$ cat config.mk
export PLATFORM = sky130hd
export DESIGN_NAME = seq_detect_scheduler
export DESIGN_NICKNAME = d
export VERILOG_FILES = /design/src/rtl/seq_detect_scheduler.sv
export SDC_FILE = /design/constraint.sdc
export NUM_CORES = 1
export LEC_CHECK = 0
export ABC_CLOCK_PERIOD_IN_PS = 2430
export BUFFER_PORTS_ARGS = -buffer_cell sky130_fd_sc_hd__buf_2
export CORE_MARGIN = 8
export CORE_UTILIZATION = 25
export DETAILED_ROUTE_END_ITERATION = 16
export PLACE_DENSITY_LB_ADDON = 0.15
export SLEW_MARGIN = 0
export SYNTH_ARGS = -nofsm -noshare
export SYNTH_HDL_FRONTEND = slang
export SYNTH_SLANG_ARGS = --single-unit
$ cat constraint.sdc
create_clock -name clk -period 2.43 [get_ports clk]
set_input_delay 0.243 -clock clk [delete_from_list [all_inputs] [get_ports clk]]
set_output_delay 0.243 -clock clk [all_outputs]
set_load 0.01 [all_outputs]
$ cat src/rtl/seq_detect_scheduler.sv
// ============================================================================
// Module   : seq_detect_scheduler
// Brief    : Serializes parallel words into a "101" detector and returns the
//            per-word hit count over a valid/ready result port.
// Revision : 1.0 - initial release
// ============================================================================
`default_nettype none

module seq_detect_scheduler #(
   parameter int WORD_W    = 8,
   parameter bit MSB_FIRST = 1'b1,
   localparam int CNT_W    = $clog2(WORD_W + 1)
) (
   input  logic              clk,
   input  logic              reset,
   input  logic              in_valid,
   output logic              in_ready,
   input  logic [WORD_W-1:0] in_word,
   output logic              det_data_in,
   input  logic              det_seq_detected,
   output logic              out_valid,
   input  logic              out_ready,
   output logic [CNT_W-1:0]  out_count,
   output logic              out_any,
   output logic              busy
);

   localparam int                c_BC_W     = $clog2(WORD_W);
   localparam logic [c_BC_W-1:0] c_LAST_BIT = c_BC_W'(WORD_W - 1);
   localparam logic [c_BC_W-1:0] c_FLUSH_END = c_BC_W'(1);
   localparam logic [c_BC_W-1:0] c_BC_ONE   = c_BC_W'(1);
   localparam logic [CNT_W-1:0]  c_CNT_MAX  = {CNT_W{1'b1}};
   localparam logic [CNT_W-1:0]  c_CNT_ONE  = CNT_W'(1);

   typedef enum logic [2:0] {
      IDLE  = 3'd0,
      FLUSH = 3'd1,
      SHIFT = 3'd2,
      TAIL  = 3'd3,
      DONE  = 3'd4
   } state_t;

   state_t              r_state;
   state_t              w_state_nxt;
   logic [WORD_W-1:0]   r_shift;
   logic [c_BC_W-1:0]   r_bit_cnt;
   logic [CNT_W-1:0]    r_count;
   logic                r_det_data;
   logic                w_head;
   logic [WORD_W-1:0]   w_shift_nxt;
   logic [CNT_W-1:0]    w_count_acc;

   // Head bit and shift direction follow the configured serial order.
   if (MSB_FIRST) begin : g_msb_first
      assign w_head      = r_shift[WORD_W-1];
      assign w_shift_nxt = {r_shift[WORD_W-2:0], 1'b0};
   end else begin : g_lsb_first
      assign w_head      = r_shift[0];
      assign w_shift_nxt = {1'b0, r_shift[WORD_W-1:1]};
   end

   assign w_count_acc = (det_seq_detected && (r_count != c_CNT_MAX)) ?
                        (r_count + c_CNT_ONE) : r_count;

   always_ff @(posedge clk) begin
      if (reset) begin
         r_state <= IDLE;
      end else begin
         r_state <= w_state_nxt;
      end
   end

   always_comb begin
      w_state_nxt = r_state;
      in_ready    = 1'b0;
      out_valid   = 1'b0;
      busy        = 1'b1;
      case (r_state)
         IDLE: begin
            in_ready = 1'b1;
            busy     = 1'b0;
            if (in_valid) w_state_nxt = FLUSH;
         end
         FLUSH: if (r_bit_cnt == c_FLUSH_END) w_state_nxt = SHIFT;
         SHIFT: if (r_bit_cnt == c_LAST_BIT) w_state_nxt = TAIL;
         TAIL:  w_state_nxt = DONE;
         DONE: begin
            out_valid = 1'b1;
            if (out_ready) w_state_nxt = IDLE;
         end
         default: w_state_nxt = IDLE;
      endcase
   end

   // det_data_in is loaded one edge ahead so each bit occupies a full cycle.
   always_ff @(posedge clk) begin
      if (reset) begin
         r_shift    <= '0;
         r_bit_cnt  <= '0;
         r_count    <= '0;
         r_det_data <= 1'b0;
      end else begin
         case (r_state)
            IDLE: begin
               r_det_data <= 1'b0;
               if (in_valid) begin
                  r_shift   <= in_word;
                  r_bit_cnt <= '0;
                  r_count   <= '0;
               end
            end
            FLUSH: begin
               if (r_bit_cnt == c_FLUSH_END) begin
                  r_det_data <= w_head;
                  r_shift    <= w_shift_nxt;
                  r_bit_cnt  <= '0;
               end else begin
                  r_det_data <= 1'b0;
                  r_bit_cnt  <= r_bit_cnt + c_BC_ONE;
               end
            end
            SHIFT: begin
               r_count <= w_count_acc;
               if (r_bit_cnt == c_LAST_BIT) begin
                  r_det_data <= 1'b0;
                  r_bit_cnt  <= '0;
               end else begin
                  r_det_data <= w_head;
                  r_shift    <= w_shift_nxt;
                  r_bit_cnt  <= r_bit_cnt + c_BC_ONE;
               end
            end
            TAIL: begin
               r_count    <= w_count_acc;
               r_det_data <= 1'b0;
            end
            default: r_det_data <= 1'b0;
         endcase
      end
   end

   assign det_data_in = r_det_data;
   assign out_count   = r_count;
   assign out_any     = (r_count != '0);

endmodule

`default_nettype wire

==> flow_metrics.py, run 1 <==
metrics = {
    "floorplanning": {
        "die_area_um2": 6520,
        "die_w_um": 80.8,
        "core_area_um2": 4030,
        "core.rowCount": 23,
        "start_util_pct": 26.0,
        "floorplan.die.height_um": 80.8,
        "io_pins": 22,
    },
    "hold_path": {
        "worst_hold_path.endpoint": "r_shift[0]$_SDFFE_PP0P_",
        "cell_count_of_the_worst_hold_path": 3,
        "hp-class": "input port to flop",
        "hold_path_startpoint": "in_word[0]",
    },
    "synth": {
        "synth_nets": 134,
        "post_synth_num_cell_types": 40,
        "postSynth.topFlopCell": "sky130_fd_sc_hd__dfxtp_1",
        "synth_largest_type_area_fraction_pct": 36.3,
        "synth_area_leader_cell": "sky130_fd_sc_hd__dfxtp_1",
        "synth.avg_cell_area_um2": 9.04,
        "synth-async-reset-ratio_pct": 0,
        "synth.cell_area_um2": 1050,
        "synth.area.top_cells": "sky130_fd_sc_hd__dfxtp_1, sky130_fd_sc_hd__mux2i_1, sky130_fd_sc_hd__ha_1",
        "synth-edff-count": 0,
        "yosys_warnings": 0,
        "ys_seq_area_share_pct": 36.3,
        "syn_inst": 116,
        "yosys_register_bits": 19,
    },
    "clock_tree": {
        "tritoncts": "done",
        "post_cts_resize_count": 0,
        "ctsHtreeMaxLevel": 1,
        "cts_setup_buffers": 0,
        "clock_path_buffers": 2,
        "clock_sink_count": 19,
        "clkTransAtPathRegs_ns": 0.07,
        "worstSkewPairLatency_ns": 0.25,
        "ctsHoldBuffers": 0,
        "tritoncts.num_buffers": 3,
        "clk_root_buffer_cell": "sky130_fd_sc_hd__clkbuf_8",
    },
    "global_routing": {
        "pin_count_of_the_biggest_net_entering_global_routing": 20,
        "grt_first_pass_wirelength_um": 3890,
        "grt.busiest_layer": "met2",
        "grt_overall_usage_pct": 7.65,
        "grt_use_met2_pct": 11.4,
        "groute.layer.met3.usage_pct": 3.53,
        "first_global_vias": 857,
        "antenna_found_initial": 0,
        "global_route.overflow_total": 0,
        "grt.met1_usage_pct": 9.30,
    },
    "timing": {
        "skew_ns": 0.00209,
        "tns_ns": 0,
        "endpoints_failing_setup": 0,
        "fmax_ghz": 0.559,
        "tightest_slew_ns": 0.455,
        "slew-limit-headroom_pct": 69.7,
        "finalCritPeriodShare_pct": 73.6,
        "fin_crit_ns": 1.79,
        "slew_viol_final": 0,
        "grt_setup_unrepaired": "no",
        "final-hold-violation-count": 0,
    },
    "drt": {
        "viasPerCell": 4.77,
        "wire_per_inst_um": 13.0,
        "number_of_vias_after_detailed_routing": 888,
        "final_antenna_net_count": 0,
        "route.final.wire_length_um": 2430,
        "drt_iter0_drc": 36,
        "drt-pass1-iter-count": 4,
        "route.detailed.drc": 0,
    },
    "finish": {
        "postLayoutCoreUtil_pct": 30.6,
        "syn_to_final_growth_pct": 17.5,
        "post_route_cells_drive_above_1_share_pct": 25.7,
        "num-nets-final": 155,
        "antennaDiodeCount": 0,
    },
    "run": {
        "timing.max_cap.violations": 0,
    },
    "power_and_ir_drop": {
        "cellPowerDensity_nw_per_um2": 687,
        "vdd_drop_max_mv": 0.270,
        "p_leak_nw": 0.519,
    },
    "setup_path": {
        "timing.reg2reg.setup_slack_ns": 0.64,
        "startpoint_type_of_the_worst_setup_path": "flop",
        "regToRegEndpoint": "r_shift[3]$_SDFFE_PP0P_",
        "critical_r2r_launch": "r_bit_cnt[0]$_SDFFE_PP0P_",
        "critical_path.slowest_cell": "sky130_fd_sc_hd__or3b_4",
        "critPathRequiredTime_ns": 2.60,
        "crit_fanout": 16,
        "crit_path_cell_trace": "ha_1, or3b_4, a211oi_4, buf_4, nor2_1, a211oi_1",
        "worstSetupEndpointType": "flop",
        "reg2reg_depth": 6,
        "worstPathArrival_ns": 1.95,
        "worst-setup-path-type": "flop to flop",
        "max_stage_delay_ns": 0.39,
    },
    "placement": {
        "hpwlAfterDp_um": 1780,
        "placement.io_buffers": 21,
        "finalWeightedCongestion": 0.763,
    },
    "run_status": {
        "outcome": "complete, no violations",
    },
}
[critical path, delay by kind of cell, from the launching register on]
kind | cells | cell delay [ns]
AOI/OAI and AO/OA | 2 | 0.45
buffers and inverters | 1 | 0.25
and+or+nand+nor | 2 | 0.45
DFF | 1 | 0.37
adders and majority gates | 1 | 0.17
[state kept, by name (all words and copies together), names as in the netlist]
signal,cells
r_bit_cnt,3
out_count,4
det_data_in,1
r_shift,8
r_state,3
[through the flow]
step | cell area (um2) | power, W | instances | setup WS, ns | hold slack, ns
CTS | 1230 | 0.000860 | 186 | 0.627 | 0.258
detailed placement | 1190 | 0.000634 | 182 | 0.663 | 0.477
global route | 1230 | 0.000899 | 186 | 0.520 | 0.265
global placement | 1190 | 0.000629 | 182 | 0.692 | 0.473
finish | 1230 | 0.000847 | 186 | 0.641 | 0.264
floorplan | 1050 | 0.000584 | 116 | 0.750 | 0.405
[routing by layer]
layer | vias up | wire [um]
li1 | 452 | -
met1 | 411 | 1220
met2 | 21 | 983
met3 | 4 | 185
met4 | 0 | 31
met5 | - | 0
[cell usage after synthesis, types with 3 or more instances]
cell	instances
sky130_fd_sc_hd__dfxtp_1	19
sky130_fd_sc_hd__inv_1	7
sky130_fd_sc_hd__nor2_1	9
sky130_fd_sc_hd__nand2_1	6
sky130_fd_sc_hd__a21oi_1	6
sky130_fd_sc_hd__mux2i_1	8
sky130_fd_sc_hd__a211oi_1	7
sky130_fd_sc_hd__nand2b_1	5
sky130_fd_sc_hd__o21ai_0	3
sky130_fd_sc_hd__ha_1	5
sky130_fd_sc_hd__or3_1	3
[kinds of logic after synthesis]
family,synth area share (%)
buffers and inverters,6.68
muxes,7.64
DFF,36.3
and+or+nand+nor,23.2
AOI/OAI and AO/OA,20.3
adders and majority gates,5.97
[report_power, final]
part / internal (W) / switching, W
Clock: 0.000117 / 0.000105
Sequential: 0.000349 / 0.0000251
Combinational: 0.000115 / 0.000136
Total: 0.000581 / 0.000266
[how the worst max path moves through the flow]
| stage | startpoint | to | slack (ns) | cells past startpoint |
|---|---|---|---|---|
| 3_3_place_gp | r_bit_cnt[0]$_SDFFE_PP0P_ | r_shift[7]$_SDFFE_PP0P_ | 0.69 | 6 |
| 4_1_cts | r_bit_cnt[0]$_SDFFE_PP0P_ | r_shift[3]$_SDFFE_PP0P_ | 0.63 | 6 |
| 5_1_grt | r_bit_cnt[0]$_SDFFE_PP0P_ | r_shift[7]$_SDFFE_PP0P_ | 0.52 | 6 |
| 3_5_place_dp | r_bit_cnt[0]$_SDFFE_PP0P_ | r_shift[5]$_SDFFE_PP0P_ | 0.66 | 6 |
| 2_1_floorplan | r_bit_cnt[0]$_SDFFE_PP0P_ | r_shift[1]$_SDFFE_PP0P_ | 0.75 | 6 |
| 6_report | r_bit_cnt[0]$_SDFFE_PP0P_ | r_shift[3]$_SDFFE_PP0P_ | 0.64 | 6 |
[cell type report]
| cell class | count | area (um2) |
|---|---|---|
| well taps | 50 | 62.6 |
| clock buffers | 4 | 45.0 |
| fillers | 457 | 2800 |
| repair buffers | 23 | 120 |
| flip-flops and latches | 19 | 380 |
| multi-input cells | 83 | 598 |
| inverters | 7 | 26.3 |
[placed cells by master, fill, tap and decap left out, types with 2 or more instances in the layout]
cell type / netlist / routed
sky130_fd_sc_hd__nor3_1: 2 / 2
sky130_fd_sc_hd__or3_1: 3 / 3
sky130_fd_sc_hd__nor2_2: 2 / 2
sky130_fd_sc_hd__mux2i_1: 8 / 8
sky130_fd_sc_hd__o21ai_0: 3 / 3
sky130_fd_sc_hd__buf_2: 2 / 21
sky130_fd_sc_hd__buf_4: 2 / 2
sky130_fd_sc_hd__ha_1: 5 / 5
sky130_fd_sc_hd__nor2_1: 9 / 9
sky130_fd_sc_hd__nand2_1: 6 / 6
sky130_fd_sc_hd__dfxtp_1: 19 / 19
sky130_fd_sc_hd__and2b_1: 2 / 2
sky130_fd_sc_hd__nand2b_1: 5 / 5
sky130_fd_sc_hd__a211oi_1: 7 / 7
sky130_fd_sc_hd__nor2b_1: 2 / 2
sky130_fd_sc_hd__a21oi_1: 6 / 6
sky130_fd_sc_hd__a22oi_1: 2 / 2
sky130_fd_sc_hd__a211oi_2: 2 / 2
sky130_fd_sc_hd__inv_1: 7 / 7
sky130_fd_sc_hd__clkbuf_8: 0 / 3
Note: power is estimated with default switching activity, not from simulation.
==> run 2: changes to the inputs <==
--- a/config.mk
+++ b/config.mk
@@ -5,7 +5,8 @@
 export SDC_FILE = /design/constraint.sdc
 export NUM_CORES = 1
 export LEC_CHECK = 0
-export ABC_CLOCK_PERIOD_IN_PS = 2430
+export ABC_AREA = 1
+export ABC_CLOCK_PERIOD_IN_PS = 1600
 export BUFFER_PORTS_ARGS = -buffer_cell sky130_fd_sc_hd__buf_2
 export CORE_MARGIN = 8
 export CORE_UTILIZATION = 25
==> constraint.sdc (replaced) <==
create_clock -name clk -period 1.6 [get_ports clk]
set_input_delay 0.16 -clock clk [delete_from_list [all_inputs] [get_ports clk]]
set_output_delay 0.16 -clock clk [all_outputs]
set_load 0.01 [all_outputs]
==> run 2 against run 1 <==
Against the previous run: sequential power grew 120%; critical path depth rose by 3; register-to-register slack lost 0.45 ns; first-iteration DRC count grew 64%; sequential share of layout area down 2.3 points; core utilization down 0.29 points; power grew to 3.1 times the previous value; critical path type unchanged; critical endpoint is now r_shift[2]$_SDFFE_PP0P_; largest power group is now combinational cells; highest routed layer unchanged.
==> flow_metrics.py, run 2 <==
metrics = {
    "floorplanning": {
        "core.rowCount": 24,
        "die_area_um2": 7050,
        "core_area_um2": 4410,
        "die_w_um": 84.0,
        "start_util_pct": 26.2,
        "io_pins": 22,
        "floorplan.die.height_um": 84.0,
    },
    "timing": {
        "slew-limit-headroom_pct": 75.5,
        "fmax_ghz": 0.710,
        "fin_crit_ns": 1.41,
        "skew_ns": 0.00275,
        "slew_viol_final": 0,
        "tightest_slew_ns": 0.367,
        "endpoints_failing_setup": 0,
        "final-hold-violation-count": 0,
        "finalCritPeriodShare_pct": 88.1,
        "grt_setup_unrepaired": "no",
        "tns_ns": 0,
    },
    "drt": {
        "final_antenna_net_count": 0,
        "route.detailed.drc": 0,
        "route.final.wire_length_um": 2500,
        "number_of_vias_after_detailed_routing": 1054,
        "drt_iter0_drc": 59,
        "drt-pass1-iter-count": 3,
        "viasPerCell": 4.25,
        "wire_per_inst_um": 10.1,
    },
    "global_routing": {
        "global_route.overflow_total": 0,
        "grt_overall_usage_pct": 7.42,
        "pin_count_of_the_biggest_net_entering_global_routing": 13,
        "antenna_found_initial": 0,
        "grt_first_pass_wirelength_um": 4530,
        "first_global_vias": 1091,
    },
    "clock_tree": {
        "tritoncts.num_buffers": 3,
        "clkTransAtPathRegs_ns": 0.07,
        "clk_root_buffer_cell": "sky130_fd_sc_hd__clkbuf_8",
        "tritoncts": "done",
        "ctsHtreeMaxLevel": 1,
        "clock_sink_count": 19,
        "post_cts_resize_count": 0,
        "cts_setup_buffers": 0,
        "worstSkewPairLatency_ns": 0.25,
        "ctsHoldBuffers": 0,
        "clock_path_buffers": 2,
    },
    "finish": {
        "largest_register_ffs": 8,
        "num-nets-final": 215,
        "post-route-cell-area_um2": 1340,
        "post_route_cells_drive_above_1_share_pct": 22.4,
        "max_flop_register": "r_shift",
        "syn_to_final_growth_pct": 15.8,
        "fillerInstances": 509,
        "layout.cells.most_common_list": "sky130_fd_sc_hd__nand2_1, sky130_fd_sc_hd__nor2_1, sky130_fd_sc_hd__inv_1, sky130_fd_sc_hd__buf_2, sky130_fd_sc_hd__dfxtp_1",
        "layout.area.seq_um2": 382,
        "postLayoutCoreUtil_pct": 30.3,
        "total_area_of_multi_input_combinational_cells_um2": 643,
        "antennaDiodeCount": 0,
        "final_common_cell": "sky130_fd_sc_hd__nand2_1",
    },
    "synth": {
        "synthAdderAreaFrac_pct": 5.42,
        "area_fraction_in_and_or_nand_and_nor_cells_after_synthesis_pct": 38.9,
        "synth-async-reset-ratio_pct": 0,
        "synth.most_common_cell": "sky130_fd_sc_hd__nand2_1",
        "ys_seq_area_share_pct": 32.9,
        "synth.area.top_cells": "sky130_fd_sc_hd__dfxtp_1, sky130_fd_sc_hd__nand2_1, sky130_fd_sc_hd__nor2_1",
        "synth_top_cells_by_count": "sky130_fd_sc_hd__nand2_1, sky130_fd_sc_hd__nor2_1, sky130_fd_sc_hd__inv_1",
        "synth_nets": 193,
        "synth.avg_cell_area_um2": 6.60,
        "post_synth_num_cell_types": 21,
        "post_synth_mux_area_share_pct": 0,
        "synth_area_leader_cell": "sky130_fd_sc_hd__dfxtp_1",
        "postSynth.topFlopCell": "sky130_fd_sc_hd__dfxtp_1",
        "synth.cell_area_um2": 1150,
        "synth-edff-count": 0,
        "yosys_warnings": 0,
        "synth_largest_type_area_fraction_pct": 32.9,
        "synth_compound_area_share_pct": 10.6,
        "combinational_family_with_the_most_area_after_synthesis": "simple AND/OR/NAND/NOR gates",
        "yosys_register_bits": 19,
        "syn_inst": 175,
        "post_synth_xor_area_fraction_pct": 0.758,
    },
    "run": {
        "timing.max_cap.violations": 0,
    },
    "hold_path": {
        "worst_hold_path.endpoint": "r_bit_cnt[0]$_SDFFE_PP0P_",
        "cell_count_of_the_worst_hold_path": 2,
        "hold_path_startpoint": "reset",
        "hp-class": "input port to flop",
    },
    "power_and_ir_drop": {
        "cellPowerDensity_nw_per_um2": 1990,
        "vdd_drop_max_mv": 0.347,
        "p_leak_nw": 0.697,
    },
    "setup_path": {
        "reg2reg_depth": 9,
        "startpoint_type_of_the_worst_setup_path": "flop",
        "cpLargestDelayFamily": "simple AND/OR/NAND/NOR gates",
        "timing.reg2reg.setup_slack_ns": 0.19,
        "worst-setup-path-type": "flop to flop",
        "critPathRequiredTime_ns": 1.75,
        "crit_path_cell_trace": "inv_2, nand3_2, inv_1, nand2_2, nand2_4, nor2_4, inv_2, nor2_1, nor2_1",
        "worstSetupEndpointType": "flop",
        "crit_fanout": 8,
        "worstPathArrival_ns": 1.56,
        "critical_r2r_launch": "r_state[1]$_SDFFE_PP0P_",
        "cp.buffers_inverters": 3,
        "critical_path.slowest_cell": "sky130_fd_sc_hd__dfxtp_1",
        "max_stage_delay_ns": 0.50,
        "regToRegEndpoint": "r_shift[2]$_SDFFE_PP0P_",
    },
    "run_status": {
        "outcome": "complete, no violations",
    },
    "placement": {
        "placement.io_buffers": 21,
        "post_dp_cell_area_um2": 1290,
        "finalWeightedCongestion": 0.807,
        "hpwlAfterDp_um": 1930,
    },
}
[run 2: changes by cell type after synthesis, moves of 8 or more]
cell	before	now
sky130_fd_sc_hd__nor2_1	9	22
sky130_fd_sc_hd__nand2_1	6	50
sky130_fd_sc_hd__mux2i_1	8	0
sky130_fd_sc_hd__o21ai_1	0	8
sky130_fd_sc_hd__inv_1	7	21
[run 2: area by class of cell]
type                       instances  area share, %
sequential                        19           28.5
multi-input combinational        126           48.1
inverter                          26           7.30
clock buffer                       4           3.37
tap                               52           4.86
timing repair buffer              21           7.86
[run 2: worst max-delay path by stage]
stage	cells past startpoint	endpoint	start
floorplan	10	r_shift[2]$_SDFFE_PP0P_	r_bit_cnt[0]$_SDFFE_PP0P_
global placement	9	r_shift[4]$_SDFFE_PP0P_	r_state[0]$_SDFFE_PP0P_
detailed placement	10	r_shift[2]$_SDFFE_PP0P_	r_bit_cnt[0]$_SDFFE_PP0P_
CTS	10	r_shift[2]$_SDFFE_PP0P_	r_bit_cnt[0]$_SDFFE_PP0P_
global route	10	r_shift[2]$_SDFFE_PP0P_	r_bit_cnt[0]$_SDFFE_PP0P_
finish	9	r_shift[2]$_SDFFE_PP0P_	r_state[1]$_SDFFE_PP0P_
[run 2: cell families after synthesis]
logic type               Yosys count
AO/OA/AOI/OAI                     23
XOR/XNOR                           1
adder cells (fa/ha/maj)            5
buffers and inverters             30
flip-flops                        19
AND/OR/NAND/NOR                   97
[run 2: report_power, final]
group / leakage [nW] / internal [W] / switching (W)
clock network: 0.0228 / 0.000177 / 0.000159
registers: 0.157 / 0.000666 / 0.000156
logic: 0.518 / 0.000539 / 0.000960
[run 2: metrics by stage]
step	total power (W)	hold slack [ns]	std cells	setup slack [ns]
floorplan	0.00204	0.366	175	0.338
global placement	0.00238	0.458	244	0.201
detailed placement	0.00235	0.456	244	0.180
CTS	0.00269	0.181	248	0.157
global route	0.00300	0.184	248	0.00124
finish	0.00266	0.174	248	0.191
[run 2: routing by layer]
metal  vias to the layer above  share of wire, %  track usage (%)
li1                        582                 -                -
met1                       460                47             8.18
met2                        10                47             12.6
met3                         2               5.2             2.73
met4                         0              0.96             2.83
met5                         -                 0                0
==> run 3: changes to the inputs <==
--- a/config.mk
+++ b/config.mk
@@ -10,6 +10,7 @@
 export BUFFER_PORTS_ARGS = -buffer_cell sky130_fd_sc_hd__buf_2
 export CORE_MARGIN = 8
 export CORE_UTILIZATION = 25
+export CTS_BUF_LIST = sky130_fd_sc_hd__clkbuf_8
 export DETAILED_ROUTE_END_ITERATION = 16
 export PLACE_DENSITY_LB_ADDON = 0.15
 export SLEW_MARGIN = 0
==> run 3 against run 2 <==
Against the previous run: non-clock buffer count stayed put; sequential power barely moved; cell count unchanged; core utilization unchanged; sequential share of layout area did not move; setup slack better by 0.00050 ns; clock power is 1% lower; power shrank 0.21%; via count is the same; die area unchanged; critical path type unchanged; critical endpoint unchanged; largest power group unchanged.
==> flow_metrics.py, run 3 (synthesized netlist as in run 2, its figures left out) <==
metrics = {
    "drt": {
        "number_of_vias_after_detailed_routing": 1054,
        "route.detailed.drc": 0,
        "wire_per_inst_um": 10.1,
        "route.final.wire_length_um": 2500,
        "final_antenna_net_count": 0,
        "drt_iter0_drc": 60,
        "viasPerCell": 4.25,
        "drt-pass1-iter-count": 3,
    },
    "floorplanning": {
        "start_util_pct": 26.2,
        "core.rowCount": 24,
        "die_area_um2": 7050,
        "core_area_um2": 4410,
        "io_pins": 22,
        "die_w_um": 84.0,
        "floorplan.die.height_um": 84.0,
    },
    "finish": {
        "num-nets-final": 215,
        "syn_to_final_growth_pct": 15.8,
        "layout.cells.most_common_list": "sky130_fd_sc_hd__nand2_1, sky130_fd_sc_hd__inv_1, sky130_fd_sc_hd__nor2_1, sky130_fd_sc_hd__buf_2, sky130_fd_sc_hd__dfxtp_1",
        "postLayoutCoreUtil_pct": 30.3,
        "post_route_cells_drive_above_1_share_pct": 22.4,
        "final_common_cell": "sky130_fd_sc_hd__nand2_1",
        "max_flop_register": "r_shift",
        "antennaDiodeCount": 0,
        "largest_register_ffs": 8,
    },
    "global_routing": {
        "pin_count_of_the_biggest_net_entering_global_routing": 13,
        "antenna_found_initial": 0,
        "grt_first_pass_wirelength_um": 4530,
        "grt_overall_usage_pct": 7.42,
        "first_global_vias": 1091,
        "global_route.overflow_total": 0,
    },
    "clock_tree": {
        "clock_path_buffers": 2,
        "cts_setup_buffers": 0,
        "clock_sink_count": 19,
        "clk_root_buffer_cell": "sky130_fd_sc_hd__clkbuf_8",
        "ctsHoldBuffers": 0,
        "tritoncts.num_buffers": 3,
        "tritoncts": "done",
        "clkTransAtPathRegs_ns": 0.07,
        "ctsHtreeMaxLevel": 1,
        "worstSkewPairLatency_ns": 0.25,
    },
    "timing": {
        "final-hold-violation-count": 0,
        "grt_setup_unrepaired": "no",
        "tns_ns": 0,
        "skew_ns": 0.00235,
        "endpoints_failing_setup": 0,
        "slew-limit-headroom_pct": 75.5,
        "tightest_slew_ns": 0.367,
        "slew_viol_final": 0,
        "fmax_ghz": 0.710,
        "finalCritPeriodShare_pct": 88.0,
        "fin_crit_ns": 1.41,
    },
    "hold_path": {
        "worst_hold_path.endpoint": "r_bit_cnt[0]$_SDFFE_PP0P_",
        "hold_path_startpoint": "reset",
        "cell_count_of_the_worst_hold_path": 2,
        "hp-class": "input port to flop",
    },
    "setup_path": {
        "worstSetupEndpointType": "flop",
        "startpoint_type_of_the_worst_setup_path": "flop",
        "reg2reg_depth": 9,
        "regToRegEndpoint": "r_shift[2]$_SDFFE_PP0P_",
        "timing.reg2reg.setup_slack_ns": 0.19,
        "crit_fanout": 8,
        "critPathRequiredTime_ns": 1.75,
        "critical_r2r_launch": "r_state[1]$_SDFFE_PP0P_",
        "worst-setup-path-type": "flop to flop",
        "worstPathArrival_ns": 1.56,
    },
    "power_and_ir_drop": {
        "cellPowerDensity_nw_per_um2": 1980,
        "vdd_drop_max_mv": 0.347,
        "design_power_total_w": 0.00265,
        "p_leak_nw": 0.701,
    },
    "placement": {
        "finalWeightedCongestion": 0.807,
        "placement.io_buffers": 21,
        "hpwlAfterDp_um": 1930,
    },
    "run": {
        "timing.max_cap.violations": 0,
    },
    "run_status": {
        "outcome": "complete, no violations",
    },
}
-- run 3: where the power goes --
group          internal, W  switching [W]
logic             0.000539       0.000960
clock network     0.000170       0.000160
registers         0.000666       0.000156
total              0.00138        0.00128
-- run 3: what timing repair did --
| action | CTS | global route |
|---|---|---|
| resized for setup | 0 | 1 |
| hold endpoints to repair | 0 | 0 |
| endpoints found under the setup margin | 0 | 7 |
-- run 3: worst max path at each step --
stage / slack, ns / depth (start not counted) / end / startpoint
final: 0.19 / 9 / r_shift[2]$_SDFFE_PP0P_ / r_state[1]$_SDFFE_PP0P_
after global routing: 0.001 / 10 / r_shift[2]$_SDFFE_PP0P_ / r_bit_cnt[0]$_SDFFE_PP0P_
after CTS: 0.16 / 10 / r_shift[2]$_SDFFE_PP0P_ / r_bit_cnt[0]$_SDFFE_PP0P_
after detailed placement: 0.18 / 10 / r_shift[2]$_SDFFE_PP0P_ / r_bit_cnt[0]$_SDFFE_PP0P_
after global placement: 0.20 / 9 / r_shift[4]$_SDFFE_PP0P_ / r_state[0]$_SDFFE_PP0P_
after floorplan: 0.34 / 10 / r_shift[2]$_SDFFE_PP0P_ / r_bit_cnt[0]$_SDFFE_PP0P_
-- run 3: critical path, stage by stage, from the launching register on --
cell and delay, ns:
sky130_fd_sc_hd__dfxtp_1 0.50, sky130_fd_sc_hd__inv_2 0.07, sky130_fd_sc_hd__nand3_2 0.10, sky130_fd_sc_hd__inv_1 0.07
sky130_fd_sc_hd__nand2_2 0.10, sky130_fd_sc_hd__nand2_4 0.10, sky130_fd_sc_hd__nor2_4 0.11, sky130_fd_sc_hd__inv_2 0.08
sky130_fd_sc_hd__nor2_1 0.11, sky130_fd_sc_hd__nor2_1 0.05
-- run 3: metrics by stage --
step                std cells  hold slack [ns]  setup slack, ns  area (um2)
floorplan                 175            0.366            0.338        1150
global placement          244            0.458            0.201        1290
detailed placement        244            0.456            0.180        1290
CTS                       248            0.181            0.157        1340
global route              248            0.184          0.00138        1340
finish                    248            0.174            0.191        1340
-- run 3: cell type report --
type / count / area, um2
sequential: 19 / 382
timing repair buffer: 21 / 105
multi-input combinational: 126 / 643
clock buffer: 3 / 41.3
inverter: 26 / 97.6
tap: 52 / 65.1
clock inverter: 1 / 3.75
fill: 509 / 3080
-- run 3: per-layer routing --
layer / GRT usage, % / vias up / part of all wire, %
li1: - / 582 / -
met3: 2.73 / 2 / 5.2
met2: 12.6 / 10 / 47
met4: 2.83 / 0 / 0.96
met5: 0 / - / 0
met1: 8.18 / 460 / 47
